==> config.mk <==
export PLATFORM = sky130hd
export DESIGN_NAME = rst_req_ctrl_flat
export DESIGN_NICKNAME = d
export VERILOG_FILES = /design/src/rtl/rst_req_ctrl_if.sv /design/src/rtl/rst_req_ctrl.sv /design/src/flat_wrapper.sv
export SDC_FILE = /design/constraint.sdc
export NUM_CORES = 1
export LEC_CHECK = 0
export ABC_CLOCK_PERIOD_IN_PS = 2900
export BUFFER_PORTS_ARGS = -buffer_cell sky130_fd_sc_hd__buf_2
export CORE_MARGIN = 2
export CORE_UTILIZATION = 30
export DETAILED_ROUTE_END_ITERATION = 12
export PLACE_DENSITY = 0.52
export SETUP_SLACK_MARGIN = 0.5
export SLEW_MARGIN = 5
export SYNTH_ARGS = -nofsm -noshare
export SYNTH_HDL_FRONTEND = slang
export SYNTH_SLANG_ARGS = --single-unit
==> constraint.sdc <==
create_clock -name clk -period 2.9 [get_ports clk]
set_input_delay 0.58 -clock clk [delete_from_list [all_inputs] [get_ports clk]]
set_output_delay 0.58 -clock clk [all_outputs]
set_load 0.1 [all_outputs]
==> src/rtl/rst_req_ctrl_if.sv <==
// IO bus between the CPU register port and the reset-request controller.
// One strobe per access; the ack and read data follow one cycle later.
interface rst_req_ctrl_if;
   logic        stb;
   logic        we;
   logic        addr;
   logic [31:0] data_in;
   logic [31:0] data_out;
   logic        ack;

   modport master (output stb, we, addr, data_in, input data_out, ack);
   modport slave  (input stb, we, addr, data_in, output data_out, ack);
endinterface

==> src/rtl/rst_req_ctrl.sv <==
// Reset-request source: merges button, soft and watchdog causes into one
// fixed-length rst_req pulse and keeps a sticky record of what fired.
//
//   state      | meaning
//   -----------+---------------------------------------------------------
//   ST_IDLE    | armed; any trigger is recorded and starts a request
//   ST_HOLD    | rst_req high, hold counter running down
//   ST_RELEASE | rst_req low, waiting for the debounced button to drop
module rst_req_ctrl #(
   parameter int unsigned WD_PRESCALE     = 50000,
   parameter int unsigned DEBOUNCE_CYCLES = 500000,
   parameter int unsigned HOLD_CYCLES     = 16
) (
   input  logic          clk,
   input  logic          rst,
   input  logic          btn_in,
   rst_req_ctrl_if.slave bus,
   output logic          rst_req
);

   localparam int PS_W   = $clog2(WD_PRESCALE + 1);
   localparam int DB_W   = $clog2(DEBOUNCE_CYCLES + 1);
   localparam int HOLD_W = $clog2(HOLD_CYCLES + 1);

   localparam logic [PS_W-1:0]   PS_LAST     = PS_W'(WD_PRESCALE - 1);
   localparam logic [DB_W-1:0]   DB_RELOAD   = DB_W'(DEBOUNCE_CYCLES - 1);
   localparam logic [HOLD_W-1:0] HOLD_RELOAD = HOLD_W'(HOLD_CYCLES);
   localparam logic [HOLD_W-1:0] HOLD_LAST   = HOLD_W'(1);

   localparam logic [1:0] ST_IDLE    = 2'd0;
   localparam logic [1:0] ST_HOLD    = 2'd1;
   localparam logic [1:0] ST_RELEASE = 2'd2;

   // Everything below this point up to the watchdog ignores rst on purpose:
   // the request has to survive the system reset it provokes.
   logic            btn_s1  = 1'b0;
   logic            btn_s2  = 1'b0;
   logic            btn_deb = 1'b0;
   logic [DB_W-1:0] deb_cnt = DB_RELOAD;

   logic [1:0]        state    = ST_IDLE;
   logic [HOLD_W-1:0] hold_cnt = '0;
   logic              req_q    = 1'b0;
   logic [3:0]        cause    = 4'b1000;
   logic [3:0]        cause_nxt;

   logic        wd_en;
   logic [15:0] wd_cnt;
   logic [PS_W-1:0] wd_pre;
   logic        wd_tick;

   logic        deb_flip;
   logic        btn_trig;
   logic        soft_trig;
   logic        wd_trig;
   logic [2:0]  trig_vec;

   logic        acc;
   logic        wr_ctrl;
   logic        wr_cause;
   logic        rd;
   logic [31:0] rd_data;
   logic        unused_data_in;

   assign deb_flip = (btn_s2 != btn_deb) && (deb_cnt == '0);
   assign btn_trig = deb_flip & btn_s2;

   always_ff @(posedge clk) begin
      btn_s1 <= btn_in;
      btn_s2 <= btn_s1;
      if ((btn_s2 == btn_deb) || deb_flip) begin
         deb_cnt <= DB_RELOAD;
      end else begin
         deb_cnt <= deb_cnt - 1'b1;
      end
      if (deb_flip) begin
         btn_deb <= btn_s2;
      end
   end

   assign acc      = bus.stb & ~rst;
   assign wr_ctrl  = acc & bus.we & ~bus.addr;
   assign wr_cause = acc & bus.we & bus.addr;
   assign rd       = acc & ~bus.we;
   assign rd_data  = bus.addr ? {28'b0, cause} : {wd_en, 15'b0, wd_cnt};
   assign unused_data_in = ^bus.data_in[30:16];

   assign soft_trig = wr_ctrl & bus.data_in[31];

   // A kick on the tick cycle reloads instead of decrementing, so it also
   // suppresses the timeout.
   assign wd_tick = wd_en && (wd_pre == PS_LAST);
   assign wd_trig = wd_tick && (wd_cnt == 16'd1) && !wr_ctrl && !rst;

   always_ff @(posedge clk) begin
      if (rst) begin
         wd_en  <= 1'b0;
         wd_cnt <= '0;
         wd_pre <= '0;
      end else if (wr_ctrl) begin
         wd_cnt <= bus.data_in[15:0];
         wd_en  <= |bus.data_in[15:0];
         wd_pre <= '0;
      end else if (wd_tick) begin
         wd_pre <= '0;
         wd_cnt <= wd_cnt - 16'd1;
         if (wd_cnt == 16'd1) begin
            wd_en <= 1'b0;
         end
      end else if (wd_en) begin
         wd_pre <= wd_pre + 1'b1;
      end
   end

   assign trig_vec = {wd_trig, soft_trig, btn_trig};

   // Set beats clear: the OR is applied after the write-1-to-clear mask.
   always_comb begin
      cause_nxt = cause;
      if (wr_cause) begin
         cause_nxt = cause & ~bus.data_in[3:0];
      end
      if (state == ST_IDLE) begin
         cause_nxt[2:0] = cause_nxt[2:0] | trig_vec;
      end
   end

   always_ff @(posedge clk) begin
      cause <= cause_nxt;
      case (state)
         ST_IDLE: begin
            if (|trig_vec) begin
               state    <= ST_HOLD;
               hold_cnt <= HOLD_RELOAD;
               req_q    <= 1'b1;
            end
         end
         ST_HOLD: begin
            if (hold_cnt == HOLD_LAST) begin
               state <= ST_RELEASE;
               req_q <= 1'b0;
            end else begin
               hold_cnt <= hold_cnt - 1'b1;
            end
         end
         ST_RELEASE: begin
            if (!btn_deb) begin
               state <= ST_IDLE;
            end
         end
         default: begin
            state <= ST_IDLE;
            req_q <= 1'b0;
         end
      endcase
   end

   assign rst_req = req_q;

   always_ff @(posedge clk) begin
      if (rst) begin
         bus.ack      <= 1'b0;
         bus.data_out <= '0;
      end else begin
         bus.ack      <= bus.stb;
         bus.data_out <= rd ? rd_data : 32'd0;
      end
   end

endmodule

==> src/flat_wrapper.sv <==
// flat-port wrapper written by rule: the top's interface ports become plain ports
module rst_req_ctrl_flat 
#(
   parameter int unsigned WD_PRESCALE     = 50000,
   parameter int unsigned DEBOUNCE_CYCLES = 500000,
   parameter int unsigned HOLD_CYCLES     = 16
)
  (clk, rst, btn_in, rst_req, bus_stb, bus_we, bus_addr, bus_data_in, bus_data_out, bus_ack);
  rst_req_ctrl_if bus_i ();
  input  logic clk;
  input  logic rst;
  input  logic btn_in;
  output logic rst_req;
  input wire logic [$bits(bus_i.stb)-1:0] bus_stb;
  input wire logic [$bits(bus_i.we)-1:0] bus_we;
  input wire logic [$bits(bus_i.addr)-1:0] bus_addr;
  input wire logic [$bits(bus_i.data_in)-1:0] bus_data_in;
  output wire logic [$bits(bus_i.data_out)-1:0] bus_data_out;
  output wire logic [$bits(bus_i.ack)-1:0] bus_ack;
  assign bus_i.stb = bus_stb;
  assign bus_i.we = bus_we;
  assign bus_i.addr = bus_addr;
  assign bus_i.data_in = bus_data_in;
  assign bus_data_out = bus_i.data_out;
  assign bus_ack = bus_i.ack;
  rst_req_ctrl #(.WD_PRESCALE(WD_PRESCALE), .DEBOUNCE_CYCLES(DEBOUNCE_CYCLES), .HOLD_CYCLES(HOLD_CYCLES)) u_core (.clk(clk), .rst(rst), .btn_in(btn_in), .bus(bus_i), .rst_req(rst_req));
endmodule
==> results by group, run 1 <==
Logic synthesis
  • Avg Cell Area, Syn: 9.702 um2
  • Post-synth EDFFs: 10
  • Post-synth cell types: 51
  • Cell area after synthesis: 3871 um2
  • Async S/R FF share, synth: 0
  • Register area share after synthesis: 0.4654
  • Yosys reg bits: 85
  • Share of the synthesized area in the top cell type: 0.3878
  • Synth area leader: dfxtp_1
  • Top post-synthesis cells by area: dfxtp_1 (39%), edfxtp_1 (7.8%), xnor2_1 (7.0%)
  • Most instantiated cells after synthesis: dfxtp_1 (75), nor2_1 (57), nand2_1 (34), xnor2_1 (31), buf_4 (15)
  • Most frequent cell after synthesis: dfxtp_1
  • Most used DFF post-synth: dfxtp_1
  • Synth Instances: 399
  • Yosys warnings: 0

Global route
  • Vias in the first global route: 2840
  • Initial antenna violation count: 0
  • Total GRT Usage: 0.1221
  • Total congestion overflow: 0
  • Largest net degree at the start of global routing: 19
  • First-pass GRT wire length: 13690 um

Pwr
  • Sw frac: 0.2994
  • Pwr dens: 663.1 nW/um2
  • Internal power: 2111 uW
  • Sequential share of power: 0.449
  • Combinational power share: 0.157
  • Leakage: 0.001766 uW
  • Worst vdd ir: 0.3560 mV
  • Switching pwr: 902.1 uW
  • Clock power share: 0.394

Setup path
  • Crit path capture type: register
  • WP buf/inv: 0
  • Reg2reg setup slack: 0.60 ns
  • Crit start category: register
  • CP Class: register to register
  • Worst-path cell with the longest stage delay: or4_4
  • Worst-path maximum fanout: 3
  • Reg2Reg Capture Point: u_core.state[0]
  • Worst path max stage delay: 0.54 ns
  • Crit path DAT: 2.33 ns
  • Critical Path, Cell by Cell: or4_4 > or2_4 > nor4_4 > a21oi_2 > a221oi_2
  • Crit Reg-Reg Startpoint: u_core.wd_cnt[13]
  • Top delay family on crit path: simple AND/OR/NAND/NOR gates
  • CP required: 2.93 ns
  • Worst R2R Path Depth: 5

Detailed routing
  • Wire length per cell: 12.71 um
  • Detail Route Antenna Nets: 0
  • # DRC: 0
  • Final WL: 7944 um
  • DR iter-0 viols: 119
  • TritonRoute pass-1 iters: 4
  • Vias per cell: 4.562
  • Via count: 2851

Timing
  • Slew HR: 0.6034
  • Clk_skew: 0.007887 ns
  • Final Hold Fails: 0
  • F_max: 0.4342 GHz
  • Pins over their slew limit: 0
  • Measured slew at the worst slew-check pin: 0.5931 ns
  • Fin Setup TNS: 0 ns
  • Fin crit share: 0.7942
  • RSZ-0062 raised after global routing: true
  • Fin crit period: 2.303 ns
  • Final hold slack: 0.3373 ns
  • Setup violators final: 0

Floorplan
  • Initial Utilization: 0.3068
  • Core area: 12620 um2
  • Die area: 13830 um2
  • Die Wd: 117.6 um
  • Die Ht: 117.6 um
  • I/O Pins: 72
  • # rows: 41

Clock tree
  • H-Tree Depth: 3
  • Clock Pin Slew Worst Setup and Hold Paths: 0.06 ns
  • CTS tree: done
  • Clk sinks: 85
  • TritonCTS buffer count: 9
  • Root Driver: clkbuf_16
  • Worst-Skew Late Latency: 0.34 ns
  • Max Root-Sink Buffers: 2

Cells and area
  • NumNets Final: 493
  • Area growth syn-to-layout: 17.39%
  • # fillers: 1353
  • Layout cells sized above 1: 0.1965
  • Register Area: 1803 um2
  • N_diodes: 0
  • Post-route cell area: 4544 um2
  • Combined area of the multi-input logic cells: 1904 um2

Placement
  • Hpwl dp: 5828 um
  • Placed inst area: 4225 um2
  • PortBufs: 41
  • Gpl congestion: 0.7846

Flow run
  • Number of max-cap violations: 0

Min path
  • Worst hold stages: 0
  • Worst hold path class: register to register
  • Hold Crit Start: u_core.btn_s1
  • Hold EP: u_core.btn_s2

Run status
  • Status: finished clean
worst reg2reg max path, cell delays in order, from the launching register on:
cell and delay (ns):
dfxtp_1 0.33, or4_4 0.54, or2_4 0.27, nor4_4 0.38
a21oi_2 0.14, a221oi_2 0.32
state kept, by name, indices dropped and copies added, names as in the netlist:
name                 cells
u_core.btn_deb           1
u_core.wd_en             1
u_core.btn_s1            1
u_core.bus.data_out     17
u_core.btn_s2            1
u_core.wd_cnt           16
u_core.hold_cnt          5
u_core.wd_pre           16
u_core.cause             4
u_core.state             2
u_core.rst_req           1
u_core.deb_cnt          19
u_core.bus.ack           1
layout make-up:
cell class	instances	area share
timing repair buffer	50	0.06002
tap	172	0.04736
multi-input combinational	290	0.4191
clock buffer	9	0.04956
clock inverter	7	0.01735
sequential	85	0.3968
inverter	12	0.009912
cells by family after synthesis:
logic type               count (synthesis)  share of synthesized area
AND/OR/NAND/NOR                        184                     0.2702
flip-flops                              85                     0.4654
XOR/XNOR                                44                    0.09955
buffers and inverters                   38                    0.05785
AO/OA/AOI/OAI                           35                    0.07046
adder cells (fa/ha/maj)                  7                    0.02262
multiplexers                             5                    0.01293
other                                    1                  0.0009687
layer usage:
metal / vias up / share of wire / global-route usage / wire (um)
met2: 56 / 0.47 / 0.2047 / 3727
met5: - / 0 / 0 / 0
met1: 1330 / 0.46 / 0.1485 / 3685
met4: 0 / 0.015 / 0.04292 / 122
met3: 10 / 0.051 / 0.03731 / 408
li1: 1455 / - / - / -
metrics by stage:
| step | instances | setup slack (ns) | total power (uW) | util |
|---|---|---|---|---|
| after floorplan | 413 | 0.6758 | 1773 | - |
| after global placement | 608 | 0.4593 | 1845 | 0.3348 |
| after detailed placement | 608 | 0.4407 | 1852 | 0.3348 |
| after CTS | 624 | 0.5902 | 3058 | 0.3594 |
| after global routing | 625 | 0.4731 | 3156 | 0.3601 |
| final | 625 | 0.5968 | 3013 | 0.3601 |
power groups by stage:
| stage | logic, uW | clock network, uW | registers, uW |
|---|---|---|---|
| global placement | 467 | 0 | 1380 |
| global route | 522 | 1270 | 1370 |
| floorplan | 337 | 0 | 1440 |
| finish | 472 | 1190 | 1350 |
| detailed placement | 471 | 0 | 1380 |
| CTS | 478 | 1230 | 1350 |
cell usage in the layout (no fill, tap or decap), types with 4 or more instances in the layout:
master	synthesis	layout
a211oi_1	12	12
a21oi_1	4	4
and2_1	13	13
and3_1	4	4
buf_2	2	41
buf_4	15	9
clkbuf_16	0	9
conb_1	1	15
dfxtp_1	75	74
edfxtp_1	10	10
ha_1	7	7
inv_1	12	12
mux2i_1	5	5
nand2_1	34	34
nand3_1	7	7
nand4_1	6	6
nor2_1	57	57
nor2b_1	5	5
nor3_1	9	9
nor4_1	13	13
o41ai_1	4	4
xnor2_1	31	31
xor2_1	13	13
worst max path at each step:
stage / startpoint / to / slack (ns) / cells after the start
finish: u_core.wd_cnt[13] / u_core.state[0] / 0.60 / 5
CTS: u_core.wd_cnt[10] / u_core.state[0] / 0.59 / 5
global route: u_core.wd_cnt[13] / u_core.hold_cnt[2] / 0.47 / 5
global placement: u_core.wd_cnt[10] / u_core.hold_cnt[1] / 0.46 / 5
detailed placement: u_core.wd_cnt[10] / u_core.hold_cnt[2] / 0.44 / 5
floorplan: bus_addr / u_core.hold_cnt[0] / 0.68 / 5
repair_timing:
item                                    in CTS  in global routing
endpoints found under the hold margin        0                  0
buffers inserted                             0                  1
hold buffers                                 0                  0
endpoints found under the setup margin       5                  7
gates resized for setup                      1                  1
pin swaps                                    0                  3
Power figures use the tool's default switching activity.
==> inputs of run 2 (changes only) <==
Settings changed: ABC_AREA from default to 1, ABC_CLOCK_PERIOD_IN_PS 2900 to 2400.
Clock period 2.9 ns to 2.4 ns, I/O delays scaled along.
==> results by group, run 2 <==
Setup path
  • Crit path capture type: register
  • Crit path DAT: 1.80 ns
  • Worst path max stage delay: 0.38 ns
  • Critical Path, Cell by Cell: nor2_1 > nand2_1 > nor2_1 > nand2_1 > nor2_1 > nand3_2 > nand3_1 > nand2_1 > nor2_2
  • CP Class: register to register
  • CP required: 2.45 ns
  • Worst-path cell with the longest stage delay: dfxtp_1
  • Crit start category: register
  • Worst-path maximum fanout: 6

Timing
  • Clk_skew: 0.007414 ns
  • RSZ-0062 raised after global routing: false
  • F_max: 0.5700 GHz
  • Fin crit share: 0.7311
  • Fin Setup TNS: 0 ns
  • Fin crit period: 1.755 ns
  • Pins over their slew limit: 0
  • Setup violators final: 0
  • Final Hold Fails: 0

Floorplan
  • Die area: 15080 um2
  • Die Ht: 122.8 um
  • I/O Pins: 72
  • # rows: 43
  • Initial Utilization: 0.3063
  • Core area: 13830 um2
  • Die Wd: 122.8 um

Global route
  • Largest net degree at the start of global routing: 17
  • Total GRT Usage: 0.1315
  • Met2 Track Usage GR: 0.2103
  • Total congestion overflow: 0
  • Gr busiest metal: met2
  • Met3 usage: 0.03996
  • Initial antenna violation count: 1
  • First-pass GRT wire length: 15830 um
  • Vias in the first global route: 3429
  • Met1 Use GR: 0.1665

Cells and area
  • Biggest registers after layout: u_core.deb_cnt: 19 flops, u_core.bus.data_out: 17 flops
  • Most common cell after layout, fill and taps aside: nand2_1
  • Finished Core Util: 0.3537
  • Largest register by flop count: u_core.deb_cnt
  • # fillers: 1494
  • Max reg flops: 19
  • Layout cells sized above 1: 0.1651
  • NumNets Final: 676
  • Area growth syn-to-layout: 15.48%
  • Most frequent cells in the layout: nand2_1 (118), nor2_1 (110), dfxtp_1 (73)

Logic synthesis
  • Synth Instances: 585
  • Async S/R FF share, synth: 0
  • Share of the synthesized area in the top cell type: 0.3545
  • Most instantiated cells after synthesis: nand2_1 (119), nor2_1 (113), dfxtp_1 (75), inv_1 (60), nand3_1 (38)
  • Cell area after synthesis: 4235 um2
  • Avg Cell Area, Syn: 7.240 um2
  • Yosys reg bits: 85
  • Yosys warnings: 0
  • Register area share after synthesis: 0.4254
  • Top post-synthesis cells by area: dfxtp_1 (35%), nand2_1 (11%), nor2_1 (10%)
  • Post-synth EDFFs: 10
  • Most used DFF post-synth: dfxtp_1
  • Post-synth cell types: 37
  • Most frequent cell after synthesis: nand2_1
  • Synth area leader: dfxtp_1

Clock tree
  • Max Root-Sink Buffers: 2
  • CTS Hold Buffers Added: 0
  • Clk sinks: 85
  • Clock Pin Slew Worst Setup and Hold Paths: 0.06 ns
  • Root Driver: clkbuf_16
  • CTS tree: done
  • TritonCTS buffer count: 9
  • H-Tree Depth: 3
  • Worst-Skew Late Latency: 0.34 ns

Placement
  • Gpl congestion: 0.8362
  • PortBufs: 41
  • Hpwl dp: 7061 um

Detailed routing
  • Wire length per cell: 11.47 um
  • Via count: 3688
  • Detail Route Antenna Nets: 0
  • TritonRoute pass-1 iters: 4
  • Final WL: 9375 um
  • Vias per cell: 4.514
  • DR iter-0 viols: 215
  • # DRC: 0

Flow run
  • Number of max-cap violations: 0

Min path
  • Worst hold path class: input pin to register

Run status
  • Status: finished clean

Pwr
  • Pwr dens: 729.8 nW/um2
  • Worst vdd ir: 0.4119 mV
  • Leakage: 0.002042 uW
-- run 2: cell count changes after synthesis, sizes merged, moves of 5 or more --
cell	delta
mux2i	-5
a211oi	-14
and2	-14
nor2	+66
nand3	+34
nor2b	-5
a21oi	+23
o21ai	+19
inv	+57
nor4	-13
nand2	+93
xnor2	-28
-- run 2: layout make-up --
class | instances | area [um2] | area share
clock inverter | 6 | 36.28 | 0.007419
timing repair buffer | 45 | 235.2 | 0.04809
multi-input combinational | 420 | 2072 | 0.4236
clock buffer | 10 | 250.2 | 0.05116
sequential | 85 | 1804 | 0.3689
inverter | 70 | 265.3 | 0.05423
tap | 180 | 225.2 | 0.04605
antenna | 1 | 2.502 | 0.0005116
-- run 2: what timing repair did --
| action | 4_1_cts | 5_1_grt |
|---|---|---|
| resized for setup | 2 | 9 |
| pin swaps | 0 | 1 |
| setup buffers | 0 | 1 |
| setup endpoints to repair | 7 | 8 |
-- run 2: report_power, final --
part	internal [uW]	switching [uW]
clock	758	575
sequential	1570	61.3
combinational	146	464
total	2470	1100
-- run 2: layer usage --
metal  part of all wire  vias up
met3              0.053       16
li1                   -     1919
met1               0.49     1677
met2               0.44       76
met4              0.019        0
met5                  0        -
-- run 2: metrics by stage --
step | power, uW | hold slack (ns) | worst slack, ns | cell area (um2) | instances
3_5_place_dp | 2252 | 0.3269 | 0.4380 | 4559 | 799
4_1_cts | 3603 | 0.2260 | 0.5094 | 4853 | 815
2_1_floorplan | 2148 | 0.3096 | 0.7598 | 4288 | 599
5_1_grt | 3754 | 0.2334 | 0.5107 | 4888 | 816
6_report | 3569 | 0.2380 | 0.6455 | 4891 | 817
3_3_place_gp | 2240 | 0.3166 | 0.4800 | 4559 | 799
-- run 2: critical path: cells and delay by family, from the launching register on --
kind / cells / cell delay [ns]
flip-flops: 1 / 0.38
AND/OR/NAND/NOR: 9 / 1.07
-- run 2: cells by family (layout without fill, tap and decap cells) --
kind of cell / Yosys count / in the layout / synth area share
flops: 85 / 85 / 0.4254
fa+ha+maj: 7 / 7 / 0.02068
compound gates: 58 / 58 / 0.07238
simple gates: 321 / 321 / 0.3359
buf+inv: 94 / 131 / 0.1055
xor+xnor: 19 / 19 / 0.03929
other cells: 1 / 16 / 0.0008854
-- run 2: path summary, 6_finish.rpt --
kind,slack (ns),cells past startpoint,to,startpoint
max reg2reg,0.65,9,u_core.state[1],u_core.wd_cnt[8]
min,0.24,1,u_core.btn_s1,btn_in
min reg2reg,0.34,0,u_core.btn_s2,u_core.btn_s1
max,0.65,9,u_core.state[1],u_core.wd_cnt[8]
==> inputs of run 3 (changes only) <==
Settings changed: ABC_CLOCK_PERIOD_IN_PS 2400 to 1800.
Clock period 2.4 ns to 1.8 ns, I/O delays scaled along.
==> results by group, run 3 (synthesis results as in run 2) <==
Cells and area
  • Combined area of the multi-input logic cells: 2655 um2
  • # fillers: 1342
  • Area growth syn-to-layout: 49.54%
  • Post-route insts no fill: 892
  • Most frequent cells in the layout: nand2_1 (94), nor2_1 (75), buf_4 (56)
  • N_diodes: 0
  • Biggest registers after layout: u_core.deb_cnt: 19 flops, u_core.bus.data_out: 17 flops
  • Layout cells sized above 1: 0.4312
  • NumNets Final: 752
  • Max reg flops: 19
  • Most common cell after layout, fill and taps aside: nand2_1
  • Largest register by flop count: u_core.deb_cnt
  • Register Area: 1839 um2

Detailed routing
  • Vias per cell: 4.541
  • TritonRoute pass-1 iters: 4
  • # DRC: 0
  • Via count: 4051
  • Detail Route Antenna Nets: 0
  • DR iter-0 viols: 268
  • Final WL: 11000 um
  • Wire length per cell: 12.34 um

Timing
  • F_max: 0.6229 GHz
  • Slew HR: 0.6189
  • Clk_skew: 0.01159 ns
  • Fin Setup TNS: 0 ns
  • Setup violators final: 0
  • Measured slew at the worst slew-check pin: 0.5664 ns
  • Final Hold Fails: 0
  • Pins over their slew limit: 0
  • RSZ-0062 raised after global routing: true
  • Fin crit share: 0.8919
  • Fin crit period: 1.605 ns

Setup path
  • Worst-path maximum fanout: 5
  • CP required: 1.86 ns
  • Critical Path, Cell by Cell: nor2_2 > nand2_2 > nor2_2 > nand2_1 > nor2_2 > nand3_2 > nand2_1 > nand2_2 > nand2_4
  • Top delay family on crit path: simple AND/OR/NAND/NOR gates
  • Crit path capture type: register
  • Crit Reg-Reg Startpoint: u_core.wd_cnt[11]
  • Most frequent CP cell: nor2_2
  • Crit path DAT: 1.66 ns
  • CP Class: register to register
  • WP buf/inv: 0
  • Worst R2R Path Depth: 9
  • Crit start category: register
  • Reg2Reg Capture Point: u_core.hold_cnt[2]
  • Worst-path cell with the longest stage delay: dfxtp_1
  • Worst path max stage delay: 0.33 ns
  • Reg2reg setup slack: 0.19 ns

Clock tree
  • CTS tree: done
  • TritonCTS buffer count: 9
  • Clock Pin Slew Worst Setup and Hold Paths: 0.06 ns
  • Max Root-Sink Buffers: 2
  • Worst-Skew Late Latency: 0.35 ns
  • CTS Hold Buffers Added: 0
  • Clk sinks: 85
  • H-Tree Depth: 3
  • Root Driver: clkbuf_16

Floorplan
  • Die Ht: 122.8 um
  • I/O Pins: 72
  • Die Wd: 122.8 um
  • Die area: 15080 um2
  • Initial Utilization: 0.3063
  • # rows: 43
  • Core area: 13830 um2

Global route
  • Total congestion overflow: 0
  • Total GRT Usage: 0.1459
  • Largest net degree at the start of global routing: 14
  • Vias in the first global route: 3607
  • Initial antenna violation count: 0
  • First-pass GRT wire length: 17040 um

Min path
  • Hold EP: u_core.btn_s1
  • Worst hold stages: 1
  • Worst hold path class: input pin to register
  • Hold Crit Start: btn_in

Pwr
  • Worst vdd ir: 0.4469 mV
  • Leakage: 0.002638 uW
  • Final Power: 5132 uW
  • Pwr dens: 810.3 nW/um2

Placement
  • Hpwl dp: 7131 um
  • Gpl congestion: 0.8446
  • Placed cell count: 821
  • PortBufs: 41

Flow run
  • Number of max-cap violations: 0

Run status
  • Status: finished clean
==> run 3: repair_timing <==
action / 4_1_cts / 5_1_grt
setup endpoints to repair: 78 / 64
gates resized for setup: 165 / 79
cloned: 1 / 0
pin swaps: 54 / 42
hold endpoints to repair: 0 / 0
setup buffers: 39 / 15
==> run 3: layout make-up <==
type	count	share of cell area
Multi-Input combinational cell	421	0.4192
Inverter	70	0.04386
Sequential cell	85	0.2904
Tap cell	180	0.03556
Timing Repair Buffer	120	0.1638
Clock inverter	2	0.002173
Clock buffer	14	0.04504
==> run 3: worst reg2reg max path, stage by stage, from the launching register on <==
cell	delay (ns)
dfxtp_1	0.33
nor2_2	0.14
nand2_2	0.10
nor2_2	0.12
nand2_1	0.08
nor2_2	0.13
nand3_2	0.13
nand2_1	0.10
nand2_2	0.06
nand2_4	0.12
==> run 3: metal layers <==
metal  vias to the layer above  GRT usage  routed length, um
li1                       2081          -                  -
met1                      1871     0.1859               4996
met2                        81     0.2341               5340
met3                        18    0.03160                407
met4                         0    0.06897                259
met5                         -          0                  0
==> run 3: metrics by stage <==
| step | hold slack, ns | util | cell area, um2 | setup slack (ns) |
|---|---|---|---|---|
| finish | 0.1124 | 0.4581 | 6334 | 0.1945 |
| detailed placement | 0.3227 | 0.3454 | 4776 | 0.08767 |
| global placement | 0.3182 | 0.3454 | 4776 | 0.1110 |
| floorplan | 0.3096 | - | 4339 | 0.2697 |
| CTS | 0.09248 | 0.4312 | 5962 | 0.1955 |
| global route | 0.09505 | 0.4581 | 6334 | 0.09816 |
==> run 3: worst max-delay path by stage <==
stage	from	endpoint	cells after the start
6_report	u_core.wd_cnt[11]	u_core.hold_cnt[2]	9
5_1_grt	u_core.wd_cnt[11]	u_core.state[0]	9
4_1_cts	u_core.wd_cnt[1]	u_core.hold_cnt[2]	10
3_5_place_dp	u_core.deb_cnt[0]	u_core.state[0]	10
3_3_place_gp	u_core.deb_cnt[0]	u_core.state[1]	10
2_1_floorplan	u_core.wd_pre[1]	u_core.state[0]	9
==> run 3: report_power, final <==
group          internal [uW]  switching (uW)
registers               2090            86.8
clock network           1100             750
logic                    359             755
